**src/rtl/reg_check_monitor.sv**
```systemverilog
// reg_check_monitor
// Self-check monitor for the MIPS processor top. Keeps a shadow copy of the
// register file by snooping its write port, counts cycles from a start pulse
// and, at programmed checkpoint cycles, compares a shadow register against an
// expected value. Reports pass/fail, mismatch count, first-failure details
// and a timeout abort.
module reg_check_monitor #(
  parameter int  DATA_W     = 32,
  parameter int  ADDR_W     = 5,
  parameter int  NUM_CHECKS = 8,
  parameter int  CYC_W      = 16,
  parameter int  TIMEOUT    = 1000,
  localparam int IDX_W      = (NUM_CHECKS > 1) ? $clog2(NUM_CHECKS) : 1,
  localparam int NC_W       = IDX_W + 1
) (
  input  logic              clk,
  input  logic              rst,
  input  logic              wr_en,
  input  logic [ADDR_W-1:0] wr_addr,
  input  logic [DATA_W-1:0] wr_data,
  input  logic              cfg_we,
  input  logic [IDX_W-1:0]  cfg_idx,
  input  logic [CYC_W-1:0]  cfg_cycle,
  input  logic [ADDR_W-1:0] cfg_addr,
  input  logic [DATA_W-1:0] cfg_exp,
  input  logic [NC_W-1:0]   num_checks,
  input  logic              start,
  output logic              busy,
  output logic              done,
  output logic              pass,
  output logic              timeout,
  output logic [NC_W-1:0]   fail_cnt,
  output logic [IDX_W-1:0]  first_fail_idx,
  output logic [DATA_W-1:0] first_fail_data,
  output logic [CYC_W-1:0]  cycle_cnt
);

  localparam int NUM_REGS = 2 ** ADDR_W;

  localparam logic [NC_W-1:0] MAX_CHECKS = NC_W'(NUM_CHECKS);

  // When TIMEOUT does not fit in the cycle counter the counter saturates
  // below it, so the abort compare is disabled entirely.
  localparam bit TIMEOUT_REACHABLE = ($clog2(TIMEOUT + 1) <= CYC_W);
  localparam logic [CYC_W-1:0] TIMEOUT_CNT = CYC_W'(TIMEOUT);

  typedef enum logic [1:0] {
    IDLE = 2'd0,
    RUN  = 2'd1,
    DONE = 2'd2
  } state_t;

  state_t state_reg, state_next;

  // Shadow register file and checkpoint slots. Both need a full clear on the
  // asynchronous reset, so they are plain flop arrays rather than RAM.
  logic [DATA_W-1:0] shadow_reg     [NUM_REGS];
  logic [CYC_W-1:0]  slot_cycle_reg [NUM_CHECKS];
  logic [ADDR_W-1:0] slot_addr_reg  [NUM_CHECKS];
  logic [DATA_W-1:0] slot_exp_reg   [NUM_CHECKS];

  // Run bookkeeping.
  logic [CYC_W-1:0]  cycle_cnt_reg,  cycle_cnt_next;
  logic [IDX_W-1:0]  ptr_reg,        ptr_next;
  logic [NC_W-1:0]   num_reg,        num_next;
  logic [NC_W-1:0]   fail_cnt_reg,   fail_cnt_next;
  logic              timeout_reg,    timeout_next;
  logic [IDX_W-1:0]  ff_idx_reg,     ff_idx_next;
  logic [DATA_W-1:0] ff_data_reg,    ff_data_next;

  // Current-slot view and derived conditions.
  logic [CYC_W-1:0]  cur_cycle;
  logic [ADDR_W-1:0] cur_addr;
  logic [DATA_W-1:0] cur_exp;
  logic [DATA_W-1:0] cur_shadow;
  logic              eval_now;
  logic              mismatch;
  logic              ptr_is_last;
  logic              timeout_hit;
  logic [CYC_W-1:0]  cycle_inc;
  logic [NC_W-1:0]   num_clamped;
  logic              cfg_accept;

  // Shadow file follows every processor register write, in any state.
  always_ff @(posedge clk or posedge rst) begin
    if (rst) begin
      for (int i = 0; i < NUM_REGS; i++) begin
        shadow_reg[i] <= '0;
      end
    end else if (wr_en) begin
      shadow_reg[wr_addr] <= wr_data;
    end
  end

  // Slots are only reprogrammable while no run is in flight.
  assign cfg_accept = cfg_we && (state_reg != RUN) && ({1'b0, cfg_idx} < MAX_CHECKS);

  // Checkpoint slot storage, loaded by software through the cfg port.
  always_ff @(posedge clk or posedge rst) begin
    if (rst) begin
      for (int i = 0; i < NUM_CHECKS; i++) begin
        slot_cycle_reg[i] <= '0;
        slot_addr_reg[i]  <= '0;
        slot_exp_reg[i]   <= '0;
      end
    end else if (cfg_accept) begin
      slot_cycle_reg[cfg_idx] <= cfg_cycle;
      slot_addr_reg[cfg_idx]  <= cfg_addr;
      slot_exp_reg[cfg_idx]   <= cfg_exp;
    end
  end

  assign cur_cycle   = slot_cycle_reg[ptr_reg];
  assign cur_addr    = slot_addr_reg[ptr_reg];
  assign cur_exp     = slot_exp_reg[ptr_reg];
  // Registered shadow value: a write on this same edge is deliberately not seen.
  assign cur_shadow  = shadow_reg[cur_addr];
  assign eval_now    = (state_reg == RUN) && (cycle_cnt_reg >= cur_cycle);
  assign mismatch    = (cur_shadow != cur_exp);
  assign ptr_is_last = ({1'b0, ptr_reg} == (num_reg - NC_W'(1)));
  assign timeout_hit = TIMEOUT_REACHABLE && (cycle_cnt_reg == TIMEOUT_CNT);
  assign cycle_inc   = (&cycle_cnt_reg) ? cycle_cnt_reg : cycle_cnt_reg + CYC_W'(1);
  assign num_clamped = (num_checks > MAX_CHECKS) ? MAX_CHECKS : num_checks;

  // FSM state and run bookkeeping registers.
  always_ff @(posedge clk or posedge rst) begin
    if (rst) begin
      state_reg     <= IDLE;
      cycle_cnt_reg <= '0;
      ptr_reg       <= '0;
      num_reg       <= '0;
      fail_cnt_reg  <= '0;
      timeout_reg   <= 1'b0;
      ff_idx_reg    <= '0;
      ff_data_reg   <= '0;
    end else begin
      state_reg     <= state_next;
      cycle_cnt_reg <= cycle_cnt_next;
      ptr_reg       <= ptr_next;
      num_reg       <= num_next;
      fail_cnt_reg  <= fail_cnt_next;
      timeout_reg   <= timeout_next;
      ff_idx_reg    <= ff_idx_next;
      ff_data_reg   <= ff_data_next;
    end
  end

  // Next-state logic: start handling, one slot evaluation per cycle, timeout.
  always_comb begin
    state_next     = state_reg;
    cycle_cnt_next = cycle_cnt_reg;
    ptr_next       = ptr_reg;
    num_next       = num_reg;
    fail_cnt_next  = fail_cnt_reg;
    timeout_next   = timeout_reg;
    ff_idx_next    = ff_idx_reg;
    ff_data_next   = ff_data_reg;

    case (state_reg)
      IDLE, DONE: begin
        if (start) begin
          ptr_next      = '0;
          num_next      = num_clamped;
          fail_cnt_next = '0;
          timeout_next  = 1'b0;
          ff_idx_next   = '0;
          ff_data_next  = '0;
          if (num_clamped == '0) begin
            // Nothing to check: finish immediately as a trivial pass.
            state_next     = DONE;
            cycle_cnt_next = '0;
          end else begin
            state_next     = RUN;
            cycle_cnt_next = CYC_W'(1);
          end
        end
      end

      RUN: begin
        cycle_cnt_next = cycle_inc;
        if (eval_now) begin
          if (mismatch) begin
            fail_cnt_next = fail_cnt_reg + NC_W'(1);
            if (fail_cnt_reg == '0) begin
              ff_idx_next  = ptr_reg;
              ff_data_next = cur_shadow;
            end
          end
        end
        if (eval_now && ptr_is_last) begin
          state_next = DONE;
        end else begin
          if (eval_now) begin
            ptr_next = ptr_reg + IDX_W'(1);
          end
          if (timeout_hit) begin
            // Slots remain pending: abort, freezing the count at TIMEOUT.
            state_next     = DONE;
            timeout_next   = 1'b1;
            cycle_cnt_next = cycle_cnt_reg;
          end
        end
      end

      default: begin
        state_next = IDLE;
      end
    endcase
  end

  assign busy            = (state_reg == RUN);
  assign done            = (state_reg == DONE);
  assign pass            = done && (fail_cnt_reg == '0) && !timeout_reg;
  assign timeout         = timeout_reg;
  assign fail_cnt        = fail_cnt_reg;
  assign first_fail_idx  = ff_idx_reg;
  assign first_fail_data = ff_data_reg;
  assign cycle_cnt       = cycle_cnt_reg;

endmodule

```
**config.mk**
```make
export PLATFORM = sky130hd
export DESIGN_NAME = reg_check_monitor
export DESIGN_NICKNAME = d
export VERILOG_FILES = /design/src/rtl/reg_check_monitor.sv
export SDC_FILE = /design/constraint.sdc
export NUM_CORES = 2
export LEC_CHECK = 0
export BUFFER_PORTS_ARGS = -buffer_cell sky130_fd_sc_hd__clkbuf_2
export CAP_MARGIN = 20
export CORE_MARGIN = 4
export CORE_UTILIZATION = 60
export DETAILED_ROUTE_END_ITERATION = 12
export GPL_ROUTABILITY_DRIVEN = 0
export PLACE_DENSITY_LB_ADDON = 0.1
export SLEW_MARGIN = 20
export SYNTH_ARGS = -nofsm -noshare
export SYNTH_HDL_FRONTEND = slang
export SYNTH_SLANG_ARGS = --single-unit
export TNS_END_PERCENT = 5
```
**constraint.sdc**
```tcl
create_clock -name clk -period 84 [get_ports clk]
set_input_delay 25.2 -clock clk [delete_from_list [all_inputs] [get_ports clk]]
set_output_delay 25.2 -clock clk [all_outputs]
set_load 0.01 [all_outputs]
```
=== Word-level counts from Yosys, hierarchy flattened ===
Index checks and enable logic that the tools add are counted.

* Flip-flop bits (word level): 1,513
* Input bits: 102
* Output and inout bits: 59
* Logic and storage cells: 172

* Add/sub/neg operators: 4
* Order comparisons: 8
* Equality and inequality tests: 14
* Muxes and demuxes: 57
* Bitwise gates (word level): 4
* Reduce and logical (&&, ||, !) cells: 21

{| class="wikitable"
|+ Operator list
! kind !! count
|-
| $bwmux 1024 || 1
|-
| $mux 32 || 10
|-
| $bwmux 256 || 1
|-
| $bmux 32 s5 || 1
|-
| $demux 32 s5 || 1
|-
| $bwmux 128 || 1
|-
| $mux 16 || 7
|-
| $bmux 32 s3 || 1
|-
| $demux 32 s3 || 1
|-
| $pmux 32 s2 || 1
|-
| $bmux 16 s3 || 1
|-
| $demux 16 s3 || 1
|-
| $bwmux 40 || 1
|-
| $ne 32x32->1 || 1
|-
| $pmux 16 s2 || 1
|-
| $mux 3 || 6
|-
| $add 16x1->16 const B || 1
|-
| $eq 16x10->1 const B || 1
|-
| $ge 16x16->1 || 1
|-
| $mux 4 || 4
|-
| $reduce_and 16->1 || 1
|-
| $bmux 5 s3 || 1
|-
| $demux 5 s3 || 1
|-
| $mux 5 || 3
|-
| 33 further kinds || 59
|}

=== Logic depth before layout (Yosys ltp) ===
* Word-level depth: 12
* Depth in mapped cells: 23
* Gate-level depth less buffers: 15

=== Worst setup path after synthesis ===
Ideal clock, no wire load.

* Path kind: input port to flip-flop
* Start: input port cfg_idx[0]
* End: register slot_addr_reg[15] in the netlist's numbering
* Library setup time: 0.125 ns
* Data arrival time: 26.862 ns
* Required time: 83.875 ns
* Slack: 57.013 ns
* Stages on the path: 4
* Path buffers: 2
* Cell sequence: clkbuf_1 nor4_1 clkbuf_1 mux2_2

* Word-level cells in the longest chain between the ends: 6
* Elaborated cells between the ends (all ways): 7
* Those cells by class: order compare (2); mux (3); bitwise (1); reduce/logical (1)

{| class="wikitable"
|+ RTL lines
! what !! line !! RTL
|-
| start: declaration || 22 || <nowiki>input logic [IDX_W-1:0] cfg_idx,</nowiki>
|-
| $not 3->4 (implied by the code) (*) || 108 || <nowiki>slot_addr_reg[cfg_idx] <= cfg_addr;</nowiki>
|-
| $ge 4x4->1 (implied by the code) or $lt 4x1->1 (tied branches) || 108 ||
|-
| $logic_and 1x1->1 (implied by the code) || 108 ||
|-
| $mux 5 (implied by the code) || 108 ||
|-
| $demux 5 s3 (*) || 108 ||
|-
| $bwmux 40 (*) || 108 ||
|-
| end signal: indexed assignment || 108 ||
|-
| end: declaration || 59 || <nowiki>logic [ADDR_W-1:0] slot_addr_reg [NUM_CHECKS];</nowiki>
|}

Every way passes the cells marked *; elsewhere a longest branch is shown, timed or not.
A chain may end at the register's enable or synchronous reset.

==> impl_metrics.yaml <==
status:
  outcome: "complete, no violations"
power_and_ir_drop:
  power_density_nw_per_um2: 39.69
  power_mw: 3.075
  p_leak_nw: 34.51
  ir_drop_mv: 0.04092
setup_path:
  start_kind: "input pin"
  cp_max_fo: 122
  cp-end-kind: "async pin"
  cp.required_ps: 84770
  critical_path_class: "input pin to async pin"
  worst_ep_arrival_time_ps: 29270
placement:
  dp_hpwl_um: 107700
  dpl.cell_count: 6548
  io_buffer_count: 160
  post-place-ws_ps: 54570
  postPlaceCellArea_um2: 72080
layout:
  drive_above_1_share_pct: 41.54
  regArea_um2: 37870
  fillers: 8586
  layout_commonest_cell: "dfrtp_1"
  syn_to_final_growth_pct: 10.55
  final_cell_mix: "1510 x dfrtp_1, 1476 x mux2_2, 481 x nand2_1"
  largest_reg_flops: 1024
  layout.nets: 5310
  final_core_util_pct: 66.77
  finalNonFillerCells: 6842
  final_area_um2: 77490
  multi_input_area_um2: 30600
die:
  fp.dieH_um: 349.8
  core_um2: 116000
  die_width_um: 349.8
  fp-row-count: 125
  initial_core_util_pct: 60.40
  die-area_um2: 122400
  ios: 161
synth:
  syn_area_um2: 70090
  synth-compound-area-share_pct: 3.470
  synth_edf_count: 0
  synth_mux_area_share_pct: 33.31
  synth_seq_area_share_pct: 54.02
  synth-xor-area-share_pct: 0.3999
  ys_seq_elements: 1513
  postSynthAreaPerCell_um2: 13.55
  ys_warn_count: 0
  synth_top_family_by_area: "multiplexers"
  postSynthCellCount: 5174
  yosysUniqueCellTypes: 72
  synth_fa_ha_area_share_pct: 0.3927
  synth_nets: 5298
  async_reset_ff_share_pct: 100.0
  ys.flop_type: "dfrtp_1"
  synthSimpleGateAreaFrac_pct: 5.666
clocking:
  post_cts_buffers: 0
  clk-insertion-delay-late_ps: 760
  cts_tree: "built"
  clk_pin_slew_worst_paths_ps: 60
  htreeDepth: 4
  cts_resized: 0
  cts_root_buf: "clkbuf_16"
  clockBufferDepth: 3
  cts_buffers: 159
  clkSinkCount: 1513
  ctsHoldBuffers: 0
run:
  drv_cap: 0
global_route:
  grt_pass1_vias: 45148
  grt_pass1_wl_um: 289700
  grt_overflow: 0
  grt_max_degree: 189
  antenna_found_initial: 16
  track_usage_pct: 31.67
timing:
  whs_ps: 494.3
  setup_viol: 0
  grt_setup_unrepaired: "no"
  max_clock_freq_mhz: 35.08
  slew_viol_final: 0
  setup_ws_ps: 55490
  hold_viol: 0
  tns_ps: 0
  max_slew_margin_pct: 22.02
  finalClockSkew_ps: 21.65
  fin_crit_sh_pct: 33.94
  worst_pin_slew_ps: 1162
  fin_crit_ps: 28510
min_path:
  hp-class: "flop to flop"
routing:
  wl_per_cell_um: 28.04
  route.detailed.drc: 0
  drt.antenna.violating_nets: 0
  routed_via_density: 6.463
  via_count: 44221
  drt-initial-drc-count: 3709
  drt-total-wl_um: 191800
  dr.pass1.iters: 7
## cell families (layout without fill, tap and decap cells)
family                   Yosys count  after routing
other                              0              8
adder cells (fa/ha/maj)           22             22
AO/OA/AOI/OAI                    331            331
flip-flops                      1513           1513
buffers and inverters            429            565
AND/OR/NAND/NOR                  893            893
multiplexers                    1954           1954
XOR/XNOR                          32             32
## power breakdown
part / switching, mW / internal, mW / leakage, nW
clock network: 0.288 / 0.431 / 2.65
registers: 0.112 / 0.932 / 19.1
logic: 0.780 / 0.532 / 12.8
total: 1.18 / 1.90 / 34.5
## routing by layer
metal / global-route usage [%] / wire length, µm
met1: 44.18 / 82300
met2: 50.99 / 90990
met3: 5.795 / 12370
met4: 10.19 / 6072
met5: 0 / 86
## final cells by class
cell class / count / area share [%]
tap: 1524 / 2.461
sequential: 1513 / 48.88
inverter: 15 / 0.08235
antenna: 8 / 0.02584
clock buffer: 244 / 6.228
clock inverter: 41 / 0.6846
timing repair buffer: 265 / 2.152
multi-input combinational: 3232 / 39.49
## path summary, 6_finish.rpt
| kind | cells past startpoint | slack [ps] | end | from |
|---|---|---|---|---|
| min in group asynchronous | 2 | 24600 | fail_cnt[3]$_DFFE_PP0P_ | rst |
| max in group clk | 3 | 56210 | busy | state_reg[1]$_DFFE_PP0P_ |
| worst min register to register | 1 | 490 | first_fail_data[27]$_DFFE_PP0P_ | first_fail_data[27]$_DFFE_PP0P_ |
| worst max register to register | 16 | 76260 | first_fail_data[2]$_DFFE_PP0P_ | ptr_reg[1]$_DFFE_PP0P_ |
| worst min-delay path | 1 | 490 | first_fail_data[27]$_DFFE_PP0P_ | first_fail_data[27]$_DFFE_PP0P_ |
| worst max-delay path | 6 | 55490 | shadow_reg[839]$_DFFE_PP0P_ | rst |
## synthesized netlist by cell type, types with 8 or more instances
library cell     n  area share (%)
nor3_1          28            0.20
a32oi_1         62            0.77
nor4_1          13            0.12
nand2_1        498             2.7
buf_2           66            0.47
mux2_2        1476              24
o2bb2ai_1       10            0.12
buf_1           65            0.35
clkbuf_1       240             1.3
a22oi_1         20            0.21
and3_1          13            0.12
ha_1            22            0.39
nand3_1        165             1.2
inv_1           15           0.080
o221ai_1        11            0.14
nor2_1          81            0.43
buf_6           19            0.31
a221oi_1        16            0.20
or3_1           14            0.12
mux2i_1        318             4.5
dfrtp_1       1513              54
buf_4           24            0.26
a31oi_1         46            0.41
a21o_1          10            0.11
nand2b_1         8           0.071
o21ai_0         39            0.28
a22o_1          27            0.34
nand3b_1         9           0.096
xnor2_1         26            0.32
mux4_2         154             4.9
nand4_1         21            0.19
a21oi_1         40            0.29
## worst max-delay path: stages
cell and delay [ps]:
clkbuf_2 120, inv_8 550, buf_4 820, buf_4 740
buf_4 810, buf_4 800
Power figures use the tool's default switching activity.
